===== config.mk =====
export PLATFORM = sky130hd
export DESIGN_NAME = udp_rx_frame_parser
export DESIGN_NICKNAME = d
export VERILOG_FILES = /design/src/rtl/udp_rx_frame_parser_pkg.sv /design/src/rtl/udp_rx_frame_parser.sv
export SDC_FILE = /design/constraint.sdc
export NUM_CORES = 1
export LEC_CHECK = 0
export CORE_ASPECT_RATIO = 0.75
export CORE_MARGIN = 5
export CORE_UTILIZATION = 50
export CTS_CLUSTER_SIZE = 8
export DETAILED_ROUTE_END_ITERATION = 10
export DONT_BUFFER_PORTS = 1
export GPL_ROUTABILITY_DRIVEN = 0
export PLACE_DENSITY_LB_ADDON = 0.3
export SLEW_MARGIN = 25
export SYNTH_ARGS = -nofsm -noshare
export SYNTH_HDL_FRONTEND = slang
export SYNTH_SLANG_ARGS = --single-unit
export TNS_END_PERCENT = 30

===== constraint.sdc =====
create_clock -name sys_clk -period 5.94 [get_ports sys_clk]
set_input_delay 0.594 -clock sys_clk [delete_from_list [all_inputs] [get_ports sys_clk]]
set_output_delay 0.594 -clock sys_clk [all_outputs]
set_load 0.01 [all_outputs]

===== src/rtl/udp_rx_frame_parser_pkg.sv =====
// rtl/udp_rx_frame_parser_pkg.sv - shared constants and helpers for the UDP rx frame parser
package udp_rx_frame_parser_pkg;

  // FSM state encodings
  localparam logic [1:0] ST_HDR     = 2'd0;
  localparam logic [1:0] ST_PAYLOAD = 2'd1;
  localparam logic [1:0] ST_DISCARD = 2'd2;

  // Header word field layout (all fields are 16 bits wide)
  localparam int MAGIC_LSB = 0;
  localparam int SEQ_LSB   = 16;
  localparam int LEN_LSB   = 32;
  localparam int FIELD_W   = 16;

  localparam logic [15:0] DEFAULT_MAGIC = 16'hA55A;

  // Saturating increments: counters stick at all-ones
  function automatic logic [31:0] sat_inc32(input logic [31:0] v);
    return (&v) ? v : v + 32'd1;
  endfunction

  function automatic logic [15:0] sat_inc16(input logic [15:0] v);
    return (&v) ? v : v + 16'd1;
  endfunction

endpackage


===== src/rtl/udp_rx_frame_parser.sv =====
// rtl/udp_rx_frame_parser.sv - validates and strips the app header, forwards payload with error flag
module udp_rx_frame_parser
  import udp_rx_frame_parser_pkg::*;
#(
  parameter int          DATA_W = 64,
  parameter logic [15:0] MAGIC  = DEFAULT_MAGIC
) (
  input  logic              sys_clk,
  input  logic              sys_rst,
  input  logic [DATA_W-1:0] s_data,
  input  logic              s_valid,
  input  logic              s_last,
  output logic              s_ready,
  output logic [DATA_W-1:0] m_data,
  output logic              m_valid,
  output logic              m_last,
  output logic              m_user,
  input  logic              m_ready,
  output logic [31:0]       frame_ok_cnt,
  output logic [31:0]       frame_err_cnt,
  output logic [15:0]       seq_gap_cnt,
  output logic [15:0]       last_seq
);

  logic [1:0]  state;
  logic [15:0] remaining;
  logic        have_seq;

  logic [15:0] hdr_magic;
  logic [15:0] hdr_seq;
  logic [15:0] hdr_len;
  logic        magic_ok;
  logic        s_acc;
  logic        rem_one;

  assign hdr_magic = s_data[MAGIC_LSB +: FIELD_W];
  assign hdr_seq   = s_data[SEQ_LSB   +: FIELD_W];
  assign hdr_len   = s_data[LEN_LSB   +: FIELD_W];
  assign magic_ok  = (hdr_magic == MAGIC);
  assign s_acc     = s_valid && s_ready;
  assign rem_one   = (remaining == 16'd1);

  // Only PAYLOAD waits on the output register; header and discard always accept
  always_comb begin
    s_ready = 1'b1;
    if (state == ST_PAYLOAD) begin
      s_ready = !m_valid || m_ready;
    end
  end

  // Frame FSM, sequence tracking and statistics
  always_ff @(posedge sys_clk) begin
    if (sys_rst) begin
      state         <= ST_HDR;
      remaining     <= 16'd0;
      have_seq      <= 1'b0;
      frame_ok_cnt  <= 32'd0;
      frame_err_cnt <= 32'd0;
      seq_gap_cnt   <= 16'd0;
      last_seq      <= 16'd0;
    end else if (s_acc) begin
      case (state)
        ST_HDR: begin
          if (!magic_ok) begin
            frame_err_cnt <= sat_inc32(frame_err_cnt);
            if (!s_last) begin
              state <= ST_DISCARD;
            end
          end else begin
            // 16-bit add wraps, so FFFF -> 0000 is not a gap
            if (have_seq && (hdr_seq != last_seq + 16'd1)) begin
              seq_gap_cnt <= sat_inc16(seq_gap_cnt);
            end
            last_seq <= hdr_seq;
            have_seq <= 1'b1;
            if (s_last) begin
              if (hdr_len == 16'd0) begin
                frame_ok_cnt <= sat_inc32(frame_ok_cnt);
              end else begin
                frame_err_cnt <= sat_inc32(frame_err_cnt);
              end
            end else if (hdr_len == 16'd0) begin
              frame_err_cnt <= sat_inc32(frame_err_cnt);
              state         <= ST_DISCARD;
            end else begin
              remaining <= hdr_len;
              state     <= ST_PAYLOAD;
            end
          end
        end
        ST_PAYLOAD: begin
          remaining <= remaining - 16'd1;
          if (rem_one) begin
            if (s_last) begin
              frame_ok_cnt <= sat_inc32(frame_ok_cnt);
              state        <= ST_HDR;
            end else begin
              frame_err_cnt <= sat_inc32(frame_err_cnt);
              state         <= ST_DISCARD;
            end
          end else if (s_last) begin
            frame_err_cnt <= sat_inc32(frame_err_cnt);
            state         <= ST_HDR;
          end
        end
        ST_DISCARD: begin
          if (s_last) begin
            state <= ST_HDR;
          end
        end
        default: state <= ST_HDR;
      endcase
    end
  end

  // Output register: load on accepted payload word, otherwise drain on m_ready
  always_ff @(posedge sys_clk) begin
    if (sys_rst) begin
      m_data  <= '0;
      m_valid <= 1'b0;
      m_last  <= 1'b0;
      m_user  <= 1'b0;
    end else if (state == ST_PAYLOAD && s_acc) begin
      m_data  <= s_data;
      m_valid <= 1'b1;
      // Frame ends here if the count is exhausted or the datagram ended early
      m_last  <= rem_one || s_last;
      // Error when the count and the datagram boundary disagree
      m_user  <= rem_one ? !s_last : s_last;
    end else if (m_ready) begin
      m_valid <= 1'b0;
    end
  end

endmodule


# Word-level counts from Yosys, hierarchy flattened
# Index checks and enable logic that the tools add are counted.
[word_totals] regBits=182 elab_cells=85
[op_classes] n_eq_ne=16 n_mux=32 n_bitwise=1 n_reduce_logical=20 addsub=5
[op_table] cell="$mux W32" count=14
[op_table] cell="$pmux W32 S2" count=2
[op_table] cell="$add A32 B1 Y32 const B" count=2
[op_table] cell="$reduce_and A32 Y1" count=2
[op_table] cell="$mux W16" count=3
[op_table] cell="$add A16 B1 Y16 const B" count=2
[op_table] cell="$pmux W16 S2" count=1
[op_table] cell="$eq A16 B1 Y1 const B" count=1
[op_table] cell="$eq A16 B16 Y1 const B" count=1
[op_table] cell="$logic_not A16 Y1" count=1
[op_table] cell="$ne A16 B16 Y1" count=1
[op_table] cell="$reduce_and A16 Y1" count=1
[op_table] cell="$sub A16 B1 Y16 const B" count=1
[op_table] cell="$mux W2" count=7
[op_table] cell="$ne A2 B2 Y1 const B" count=7
[op_table] cell="$reduce_and A5 Y1" count=2
[op_table] cell="$ne A4 B4 Y1 const B" count=2
[op_table] cell="$reduce_and A7 Y1" count=1
[op_table] cell="$ne A3 B3 Y1 const B" count=2
[op_table] cell="$pmux W2 S3" count=1
[op_table] cell="$reduce_and A6 Y1" count=1
[op_table] cell="$mux W1" count=4
[op_table] cell="$reduce_bool A2 Y1" count=2
[op_table] cell="$logic_and A1 B1 Y1" count=3
[op_table] cell="other kinds (8)" count=10

# Longest topological paths before layout
[depth] ltp_word=6 mapped_depth=13

# Worst setup path before layout
# OpenSTA, ideal clock, no wires.
[synth_path] path_kind="reg2reg" start="reg remaining[1]" end="reg frame_err_cnt[28]" stages_incl_launch_ff=14 t_required_ns=5.870 setup_slack_ns=2.551 arrival_ns=3.318 synth_period_minus_slack_ns=3.389 path_cell_list="dfxtp_1 > inv_1 > ha_1 > or4b_2 > nor4_2 > inv_1 > ha_1 > o31ai_1 > nand2_1 > a21oi_1 > nand3_1 > clkbuf_1 > or3_1 > a21oi_1"
[synth_between] elab_chain_cells=3 elab_cells_between_ends=6
[synth_rtl] element="from (decl)" line_no="udp_rx_frame_parser.sv:26" text="logic [15:0] remaining;"
[synth_rtl] element="from (signal assigned)" line_no="udp_rx_frame_parser.sv:86" text="remaining <= hdr_len;"
[synth_rtl] element="from (signal assigned)" line_no="udp_rx_frame_parser.sv:92" text="remaining <= remaining - 16'd1;"
[synth_rtl] element="$eq A16 B1 Y1 (*)" line_no="udp_rx_frame_parser.sv:41" text="assign rem_one = (remaining == 16'd1);"
[synth_rtl] element="$ne A3 B3 Y1 (no line) or $mux W32 (tied branches)"
[synth_rtl] element="$reduce_and A6 Y1 (no line) or $pmux W32 S2 (tied branches)"
[synth_rtl] element="to (signal assigned)" line_no="udp_rx_frame_parser.sv:65" text="frame_err_cnt <= sat_inc32(frame_err_cnt);"
[synth_rtl] element="to (signal assigned)" line_no="udp_rx_frame_parser.sv:80" text="frame_err_cnt <= sat_inc32(frame_err_cnt);"
[synth_rtl] element="to (signal assigned)" line_no="udp_rx_frame_parser.sv:83" text="frame_err_cnt <= sat_inc32(frame_err_cnt);"
[synth_rtl] element="to (decl)" line_no="udp_rx_frame_parser.sv:20" text="output logic [31:0] frame_err_cnt,"
# Every way passes the cells marked *; elsewhere a longest branch is shown, timed or not.
# A chain may end at the register's enable or synchronous reset.

# Worst setup path after layout
[layout_path] start="reg remaining[8]" end="reg frame_err_cnt[25]"
# The elaborated chain is that of the path after synthesis.

==> impl_metrics.prom <==
# TYPE chip_impl_metric gauge
chip_impl_metric{name="placementRows",unit=""} 41
chip_impl_metric{name="grt_antenna_before_repair",unit=""} 0
chip_impl_metric{name="io_buffers",unit=""} 0
chip_impl_metric{name="dieHeight",unit="um"} 124
chip_impl_metric{name="dp.final_hpwl",unit="um"} 15800
chip_impl_metric{name="hold_ws",unit="ns"} 0.243
chip_impl_metric{name="area_of_the_die",unit="sq um"} 19900
chip_impl_info{name="result_of_the_run",value="complete, no violations"} 1
chip_impl_metric{name="worst_ep_arrival_time",unit="ns"} 4.96
chip_impl_metric{name="post_cts.resized_instances",unit=""} 0
chip_impl_metric{name="timing_worst_slew_pin_value",unit="ns"} 0.959
chip_impl_metric{name="synthToLayoutAreaGrowth",unit="%"} 7.26
chip_impl_info{name="synth_flop_cell",value="dfxtp_1"} 1
chip_impl_metric{name="num-nets-final",unit=""} 1119
chip_impl_metric{name="maximum_number_of_pins_on_one_net_before_global_route_repair",unit=""} 187
chip_impl_metric{name="biggest_fanout_along_the_worst_timing_path",unit=""} 24
chip_impl_metric{name="number_of_global_route_vias_before_repair",unit=""} 6826
chip_impl_metric{name="synth_cell_type_count",unit=""} 65
chip_impl_info{name="critPathLaunch",value="remaining[8]"} 1
chip_impl_metric{name="fillCellCount",unit=""} 1600
chip_impl_metric{name="syn-num-nets",unit=""} 1159
chip_impl_metric{name="vias_per_cell",unit=""} 5.94
chip_impl_metric{name="hold_path_depth",unit=""} 1
chip_impl_metric{name="power_frac_clock",unit="%"} 47.0
chip_impl_metric{name="yosys_register_bits",unit=""} 182
chip_impl_metric{name="h-tree-depth",unit=""} 4
chip_impl_metric{name="slew-limit-headroom",unit="%"} 35.9
chip_impl_metric{name="synth_sequential_area_ratio",unit="%"} 42.4
chip_impl_metric{name="critPathRequiredTime",unit="ns"} 6.31
chip_impl_metric{name="switching_share",unit="%"} 21.6
chip_impl_metric{name="total_power",unit="mW"} 2.37
chip_impl_metric{name="period_share",unit="%"} 77.4
chip_impl_metric{name="sequentialPowerShare",unit="%"} 51.7
chip_impl_metric{name="drv_slew",unit=""} 0
chip_impl_metric{name="drc",unit=""} 0
chip_impl_metric{name="route.detailed.wl_per_inst",unit="um"} 18.0
chip_impl_metric{name="p_switching",unit="mW"} 0.512
chip_impl_metric{name="cap_violations",unit=""} 0
chip_impl_info{name="cts_tree",value="yes"} 1
chip_impl_metric{name="clk_path_buf_depth",unit=""} 2
chip_impl_info{name="crit_path_end",value="frame_err_cnt[25]"} 1
chip_impl_metric{name="setup.reg_to_reg.worst_slack",unit="ns"} 1.34
chip_impl_metric{name="stdcell_area",unit="sq um"} 9220
chip_impl_metric{name="number_of_cells_on_the_critical_path",unit=""} 10
chip_impl_metric{name="initial_core_util",unit="%"} 50.9
chip_impl_metric{name="clock_sink_count",unit=""} 182
chip_impl_info{name="top_post_synthesis_cells_by_area",value="dfxtp_1 42%, nand2_1 8.2%, a21oi_1 7.2%"} 1
chip_impl_metric{name="track_usage",unit="%"} 22.3
chip_impl_metric{name="clock_tree_skew_after_final_layout",unit="ns"} 0.0122
chip_impl_metric{name="cts_hold_buf",unit=""} 0
chip_impl_info{name="netlist.top_cell.by_area",value="dfxtp_1"} 1
chip_impl_metric{name="diodes_inserted",unit=""} 0
chip_impl_metric{name="internal_power",unit="mW"} 1.86
chip_impl_info{name="most-common-layout-cells",value="187 x nand2_1, 182 x dfxtp_1, 123 x a21oi_1"} 1
chip_impl_metric{name="cts_buffers",unit=""} 17
chip_impl_metric{name="setup-violations-final",unit=""} 0
chip_impl_metric{name="post_syn_instances",unit=""} 1082
chip_impl_metric{name="yosys_warnings",unit=""} 0
chip_impl_metric{name="postPlaceCellArea",unit="sq um"} 8650
chip_impl_metric{name="power_leakage",unit="nW"} 2.95
chip_impl_info{name="cp-start-kind",value="register"} 1
chip_impl_metric{name="postSynthAreaPerCell",unit="sq um"} 7.94
chip_impl_metric{name="max_freq",unit="MHz"} 218
chip_impl_metric{name="totalWireLength",unit="um"} 22800
chip_impl_metric{name="grt_pass1_wl",unit="um"} 36300
chip_impl_info{name="worstReg2RegEnd",value="frame_err_cnt[25]"} 1
chip_impl_metric{name="rr_worst_depth",unit=""} 10
chip_impl_metric{name="io_pins",unit=""} 233
chip_impl_info{name="path_delay_family",value="simple AND/OR/NAND/NOR gates"} 1
chip_impl_metric{name="crit_buf_inv",unit=""} 1
chip_impl_metric{name="yosys.area.top_type_share",unit="%"} 42.4
chip_impl_metric{name="timing.final.hold_violations",unit=""} 0
chip_impl_metric{name="finalWorstPathRequiredPeriod",unit="ns"} 4.60
chip_impl_metric{name="drive_gt1_share",unit="%"} 4.93
chip_impl_metric{name="floorplan.die.width",unit="um"} 161
chip_impl_metric{name="clk-insertion-delay-late",unit="ns"} 0.43
chip_impl_metric{name="postCtsSetupBuffers",unit=""} 0
chip_impl_info{name="reg2reg_from",value="remaining[8]"} 1
chip_impl_metric{name="route.antenna.remaining_nets",unit=""} 0
chip_impl_metric{name="worst_path_largest_cell_delay",unit="ns"} 0.78
chip_impl_info{name="crit_slowest_cell",value="nand4_1"} 1
chip_impl_metric{name="async_flop_share",unit="%"} 0
chip_impl_info{name="criticalPathCategory",value="register to register"} 1
chip_impl_info{name="holdCritPathClass",value="input pin to register"} 1
chip_impl_info{name="ctsRootBufferMaster",value="clkbuf_16"} 1
chip_impl_metric{name="count_of_flip_flops_with_a_built_in_enable_after_synthesis",unit=""} 0
chip_impl_metric{name="vias",unit=""} 7538
chip_impl_metric{name="ir_worst_vdd",unit="mV"} 0.155
chip_impl_metric{name="drt-pass1-iter-count",unit=""} 5
chip_impl_info{name="kind_of_end_point_of_the_critical_path",value="register"} 1
chip_impl_metric{name="total_grt_overflow",unit=""} 0
chip_impl_metric{name="core_area",unit="sq um"} 16900
chip_impl_info{name="rsz0062_at_grt",value="false"} 1
chip_impl_info{name="final_common_cell",value="nand2_1"} 1
chip_impl_metric{name="setup_tns",unit="ns"} 0
chip_impl_metric{name="dr.first_iter.drc_count",unit=""} 579
chip_impl_metric{name="comb_power_share",unit="%"} 1.4
chip_impl_metric{name="power.density_cell_area",unit="nW/um^2"} 257
chip_impl_info{name="path_cells",value="or4_1 > nor4_2 > inv_1 > ha_1 > o31ai_1 > nand2_1 > a21oi_1 > nand4_1 > or4_1 > a21oi_1"} 1
chip_impl_metric{name="syn_area",unit="sq um"} 8600
chip_impl_metric{name="clk_transition_reported_paths",unit="ns"} 0.07
[Yosys cell counts, types with 2 or more instances]
master,n
inv_1,18
o211ai_1,2
and4_1,12
o22ai_1,3
nand4_1,37
nand4b_1,6
dfxtp_1,182
o21ai_0,47
a21oi_1,123
xnor2_1,18
nor2_1,98
a22oi_1,7
o41ai_1,3
buf_1,2
mux2i_1,19
nand2b_1,4
or4_1,10
o32ai_1,2
nor4_1,13
nor2b_1,7
or4b_2,3
nor3_1,13
or2_2,4
nand2_1,187
nand3b_1,3
or3_1,32
buf_2,7
or4bb_1,2
ha_1,8
and3_1,18
xor2_1,42
o31ai_1,9
or4b_1,2
clkbuf_1,52
mux2_2,3
nand3_1,43
a211oi_1,5
and2_1,9
[sequential cells by signal (all words and copies together) (netlist names)]
name / flops
m_data: 64
frame_err_cnt: 32
frame_ok_cnt: 32
last_seq: 16
remaining: 16
seq_gap_cnt: 16
state: 2
have_seq: 1
m_last: 1
m_user: 1
m_valid: 1
[worst min-delay path by stage]
stage | startpoint | end
global placement | remaining[1] | remaining[1]
detailed placement | remaining[1] | remaining[1]
finish | sys_rst | frame_err_cnt[5]
global route | sys_rst | m_data[57]
CTS | sys_rst | m_data[54]
floorplan | remaining[1] | remaining[1]
[power by group through the flow]
stage	sequential, mW	combinational (mW)	clock [mW]
after global placement	1.25	0.0321	0
after floorplan	1.25	0.0440	0
after CTS	1.22	0.0326	1.14
after detailed placement	1.25	0.0324	0
final	1.22	0.0326	1.11
after global routing	1.22	0.0363	1.18
[cell families after synthesis]
| kind of cell | count (synthesis) | synth area share, % |
|---|---|---|
| flops | 182 | 42.4 |
| compound gates | 218 | 14.5 |
| simple gates | 512 | 29.6 |
| fa+ha+maj | 8 | 1.16 |
| xor+xnor | 60 | 6.11 |
| buf+inv | 80 | 3.68 |
| mux | 22 | 2.61 |
[area by class of cell]
type	count	area, sq um	area share [%]
inverters	18	67.6	0.733
clock inverters	11	128	1.38
flip-flops and latches	182	3640	39.5
clock buffers	20	437	4.74
repair buffers	3	22.5	0.244
multi-input cells	820	4650	50.5
well taps	215	269	2.92
[stage by stage]
step	setup slack [ns]	util [%]	instances
2_1_floorplan	2.55	-	1082
3_3_place_gp	1.47	51.3	1238
3_5_place_dp	1.31	51.3	1238
4_1_cts	1.31	54.6	1269
5_1_grt	0.820	54.6	1269
6_report	1.34	54.6	1269
[routing by layer]
metal | up-vias | share of wire, % | wire, um | track usage (%)
met5 | - | 0 | 0 | 0
met4 | 0 | 1.4 | 318 | 6.66
met3 | 24 | 9.7 | 2200 | 8.33
met2 | 244 | 45 | 10200 | 34.5
met1 | 3527 | 44 | 10100 | 29.3
li1 | 3743 | - | - | -
(Power assumes the default switching activity.)
